### config.mk
export PLATFORM = sky130hd
export DESIGN_NAME = gcd_job_driver
export DESIGN_NICKNAME = d
export VERILOG_FILES = /design/src/rtl/gcd_job_driver.sv
export SDC_FILE = /design/constraint.sdc
export NUM_CORES = 1
export LEC_CHECK = 0
export CORE_MARGIN = 2
export CORE_UTILIZATION = 45
export DETAILED_ROUTE_END_ITERATION = 8
export PLACE_DENSITY = 0.79
export SETUP_SLACK_MARGIN = 0.5
export SLEW_MARGIN = 15
export SYNTH_ARGS = -nofsm -noshare
export SYNTH_HDL_FRONTEND = slang
export SYNTH_SLANG_ARGS = --single-unit
### constraint.sdc
create_clock -name Clk -period 2.3 [get_ports Clk]
set_input_delay 0.46 -clock Clk [delete_from_list [all_inputs] [get_ports Clk]]
set_output_delay 0.46 -clock Clk [all_outputs]
set_load 0.01 [all_outputs]
### src/rtl/gcd_job_driver.sv
// Initiator for the GCD core's Start/Ack/q_Done handshake: takes an operand pair on a
// valid/ready request port, runs one core job and returns the result on a valid/ready response port.
module gcd_job_driver #(
    parameter int WIDTH   = 8,
    parameter int TIMEOUT = 255,
    parameter int CW      = 8
) (
    input  logic             Clk,
    input  logic             Reset,
    input  logic             SCEN,
    input  logic             Req_valid,
    output logic             Req_ready,
    input  logic [WIDTH-1:0] Req_a,
    input  logic [WIDTH-1:0] Req_b,
    output logic             Start,
    output logic             Ack,
    output logic [WIDTH-1:0] Ain,
    output logic [WIDTH-1:0] Bin,
    input  logic             q_Done,
    input  logic [WIDTH-1:0] AB_GCD,
    output logic             Rsp_valid,
    input  logic             Rsp_ready,
    output logic [WIDTH-1:0] Rsp_gcd,
    output logic [1:0]       Rsp_err,
    output logic [CW-1:0]    Rsp_cycles,
    output logic             Busy
);

    typedef enum logic [2:0] {
        ST_IDLE  = 3'd0,
        ST_START = 3'd1,
        ST_WAIT  = 3'd2,
        ST_ACK   = 3'd3,
        ST_RESP  = 3'd4
    } state_t;

    localparam logic [1:0]    ERR_OK      = 2'b00;
    localparam logic [1:0]    ERR_ZERO    = 2'b01;
    localparam logic [1:0]    ERR_TIMEOUT = 2'b10;
    localparam logic [CW-1:0] TIMEOUT_C   = CW'(TIMEOUT);
    localparam logic [CW-1:0] ONE_C       = CW'(1);

    state_t           state_r;
    state_t           state_s;
    logic [WIDTH-1:0] ain_s;
    logic [WIDTH-1:0] bin_s;
    logic [WIDTH-1:0] gcd_s;
    logic [1:0]       err_s;
    logic [CW-1:0]    cycles_s;
    logic [CW-1:0]    cycles_inc_s;

    assign cycles_inc_s = Rsp_cycles + ONE_C;

    // Next-state and next-data decode; a zero operand skips the core, which would never finish.
    always_comb begin
        state_s  = state_r;
        ain_s    = Ain;
        bin_s    = Bin;
        gcd_s    = Rsp_gcd;
        err_s    = Rsp_err;
        cycles_s = Rsp_cycles;
        case (state_r)
            ST_IDLE: begin
                if (Req_valid && Req_ready) begin
                    ain_s    = Req_a;
                    bin_s    = Req_b;
                    cycles_s = {CW{1'b0}};
                    if ((Req_a == {WIDTH{1'b0}}) || (Req_b == {WIDTH{1'b0}})) begin
                        err_s   = ERR_ZERO;
                        gcd_s   = {WIDTH{1'b0}};
                        state_s = ST_RESP;
                    end else begin
                        state_s = ST_START;
                    end
                end else begin
                    state_s = ST_IDLE;
                end
            end
            ST_START: state_s = ST_WAIT;
            ST_WAIT: begin
                cycles_s = cycles_inc_s;
                if (q_Done) begin
                    gcd_s   = AB_GCD;
                    err_s   = ERR_OK;
                    state_s = ST_ACK;
                end else if (cycles_inc_s == TIMEOUT_C) begin
                    gcd_s   = {WIDTH{1'b0}};
                    err_s   = ERR_TIMEOUT;
                    state_s = ST_ACK;
                end else begin
                    state_s = ST_WAIT;
                end
            end
            ST_ACK: state_s = ST_RESP;
            ST_RESP: begin
                if (Rsp_valid && Rsp_ready) begin
                    state_s = ST_IDLE;
                end else begin
                    state_s = ST_RESP;
                end
            end
            default: state_s = ST_IDLE;
        endcase
    end

    // State and output registers; control flags are decoded from the next state so every output is a flop.
    always_ff @(posedge Clk or negedge Reset) begin
        if (!Reset) begin
            state_r    <= ST_IDLE;
            Req_ready  <= 1'b1;
            Start      <= 1'b0;
            Ack        <= 1'b0;
            Rsp_valid  <= 1'b0;
            Busy       <= 1'b0;
            Ain        <= {WIDTH{1'b0}};
            Bin        <= {WIDTH{1'b0}};
            Rsp_gcd    <= {WIDTH{1'b0}};
            Rsp_err    <= ERR_OK;
            Rsp_cycles <= {CW{1'b0}};
        end else if (SCEN) begin
            state_r    <= state_s;
            Req_ready  <= (state_s == ST_IDLE);
            Start      <= (state_s == ST_START);
            Ack        <= (state_s == ST_ACK);
            Rsp_valid  <= (state_s == ST_RESP);
            Busy       <= (state_s != ST_IDLE);
            Ain        <= ain_s;
            Bin        <= bin_s;
            Rsp_gcd    <= gcd_s;
            Rsp_err    <= err_s;
            Rsp_cycles <= cycles_s;
        end
    end

endmodule

==> out/summary.txt <==
Post-synthesis adder-cell area fraction = 0.01215
Worst VDD drop = 0.7147 mV
Most common cell after layout, fill and taps aside = clkdlybuf4s50_1
Post-Synthesis Cells = 190
Mux cell area share after synthesis = 0.08748
Io pins = 69
Placed cell count = 314
Filler Cells Inserted = 293
Rel. slew slack = 0.7328
Skew final = 0.005456 ns
Crit-path max FO = 3
RSZ-0062 raised after global routing = true
CTS tree = yes
Sink Count = 42
Largest family of logic cells by synthesized area = compound AO/OA/AOI/OAI gates
DP HPWL = 3764 um
Crit-path max cell delay = 0.49 ns
Yosys warns = 0
Routed WL = 5868 um
Largest net degree at the start of global routing = 19
Critical Path Start Type = input pin
Worst Tran Pin Value = 0.4008 ns
Number of cell rows = 24
Drt drc = 0
Design area = 3256 um2
CP Cell Sequence = dlygate4sd2_1, or4_4, nor2_4, buf_4, buf_4, o21bai_1, a21o_1, o311a_1
Die Wd = 71.65 um
Synth Area in Simple Gates = 0.1476
Die area = 5134 um2
Critical path arrival = 1.95 ns
DP Area = 2860 um2
Post-synth cell types = 46
Vias post-DR = 1887
Remaining antenna violation count = 0
Post-synthesis compound-gate area fraction = 0.1804
DIE HEIGHT = 71.65 um
Max Fclk = 0.5660 GHz
Longest Clk Path Bufs = 2
Starting Density = 0.4697
Worst-path clk slew = 0.08 ns
Lkg Pwr = 1.436 nW
Core box area = 4384 um2
Worst EP required = 2.48 ns
Top_reg_cell synth = dfrtp_1
Gr ovfl total = 0
Initial antenna violation count = 0
Status = completed
Fin. max-slew vios = 0
Post-synthesis cell area = 2059 um2
Final hold vios = 0
Skew-Pair Late Insertion Delay = 0.29 ns
Worst Setup SP = Req_a[6]
Post-synth top area share = 0.4982
Ys async rst share = 1.000
IO Port Bufs = 68
Antenna diodes = 0
First-pass GRT wire length = 9618 um
Hold Path Class = input pin to async pin
Endpoint class of the critical path = register
Maxcap violations = 0
Layout cells sized above 1 = 0.3484
Post-layout min period = 1.767 ns
Post-synth top area cell = dfrtp_1
1st-iter DRT viols = 94
Power per Cell Area = 1090 nW/um2
Router iterations before antenna repair = 4
Most frequent CP cell = buf_4
Area Growth Syn to Fin = 58.08%
TritonCTS buffer count = 5
Reg-to-Reg Start = state_r[0]$_DFFE_PN0P_
Util after Layout = 0.7426
Number of global-route vias before repair = 1918
Sequential share of the synthesized area = 0.5109
CTS Root Cell = clkbuf_8
Via/cell ratio = 5.566
Final net count = 318
Cts hold-fix bufs = 0
XOR/XNOR share of the synthesized area = 0.01276
Post-Syn Nets = 222
WL/cell = 17.31 um
H-tree levels = 2
Kind of critical path = input pin to register
Layout Cells excl Fill = 339
Setup TNS = 0 ns
# setup viols final = 0
GRT Util Overall = 0.2416
Slowest library cell on the worst path = or4_4
FF+latch count, synth = 42
Synth top area cells = dfrtp_1 (50%), mux2_2 (8.7%), o21ai_0 (4.1%), a22oi_1 (3.3%), o211ai_1 (3.3%)
Avg Synthesized Cell Area = 10.84 um2
Post-synth EDFFs = 0
Tcrit/Tclk final = 0.7681
Most frequent cells in the layout = clkdlybuf4s50_1 (47), dfrtp_1 (31), buf_4 (25)
Gpl congestion = 0.8516
[synthesized netlist by cell type, types with 2 or more instances]
master	count
dfrtp_1	41
o21ai_0	17
mux2_2	16
nand2_1	16
a22oi_1	9
o211ai_1	9
nor2_1	8
inv_1	7
or4_1	5
buf_2	4
nand3_1	4
nor3_1	4
and3_1	3
buf_6	3
nor2b_1	3
a211o_1	2
a21o_1	2
a31oi_1	2
clkbuf_1	2
ha_1	2
o21a_1	2
o31ai_1	2
or2_1	2
or3_1	2
xnor2_1	2
[final cells by class]
class | count | area (um2) | area share
clock inverter | 1 | 5.005 | 0.001537
inverter | 7 | 26.28 | 0.008071
tap | 52 | 65.06 | 0.01998
sequential | 42 | 1065 | 0.3271
multi-input combinational | 131 | 1092 | 0.3355
clock buffer | 7 | 86.33 | 0.02652
timing repair buffer | 99 | 915.9 | 0.2813
[layer usage]
layer	global-route usage	vias up	part of all wire
met1	0.3147	911	0.42
met5	0	-	0
li1	-	890	-
met2	0.3868	76	0.49
met4	0.07547	0	0.014
met3	0.07595	10	0.074
[kinds of logic (layout without fill, tap and decap cells)]
family,Yosys count,count (layout)
and+or+nand+nor,55,55
AOI/OAI and AO/OA,54,55
DFF,42,42
buffers and inverters,18,114
muxes,16,16
xor gates and xnor gates,3,3
adders and majority gates,2,2
[worst paths after layout]
check	to	slack, ns	cells after the start
max	Start$_DFFE_PN0P_	0.53	8
min	Bin[6]$_DFFE_PN0P_	0.08	1
max reg2reg	Rsp_cycles[7]$_DFFE_PN0P_	0.54	6
min reg2reg	Ain[5]$_DFFE_PN0P_	0.52	1
max in group asynchronous	Ain[6]$_DFFE_PN0P_	1.67	2
min in group Clk	Bin[4]$_DFFE_PN0P_	0.42	2
[through the flow]
stage	total power, mW	hold slack, ns	worst slack (ns)
5_1_grt	3.778	0.1020	0.4626
3_3_place_gp	2.825	0.4099	0.02093
4_1_cts	3.439	0.09189	0.4738
2_1_floorplan	2.051	0.1644	0.4741
6_report	3.550	0.08240	0.5333
3_5_place_dp	2.866	0.4088	-0.01126
[power by group]
part           internal (mW)  leakage (nW)  total (mW)  switching, mW
sequential              1.06         0.509        1.32          0.256
combinational           1.02         0.879        1.74          0.716
clock                  0.243        0.0482       0.495          0.252
[critical path: cells and delay by family]
family | cells | cell delay (ns)
AND/OR/NAND/NOR | 2 | 0.63
buffers and inverters | 3 | 0.48
AO/OA/AOI/OAI | 3 | 0.38
[sequential cells by signal, summed over array words and instances (netlist names)]
| signal | count |
|---|---|
| state_r | 3 |
| Req_ready | 1 |
| Rsp_gcd | 8 |
| Ack | 1 |
| Rsp_cycles | 8 |
| Ain | 8 |
| Busy | 1 |
| Rsp_valid | 1 |
| Rsp_err | 2 |
| Bin | 8 |
| Start | 1 |
[what timing repair did]
action	in CTS	in global routing
endpoints found under the setup margin	35	38
pin swaps	10	16
hold endpoints to repair	0	0
setup buffers	5	9
gates cloned	3	0
gates resized for setup	47	36
(Power assumes the default switching activity.)
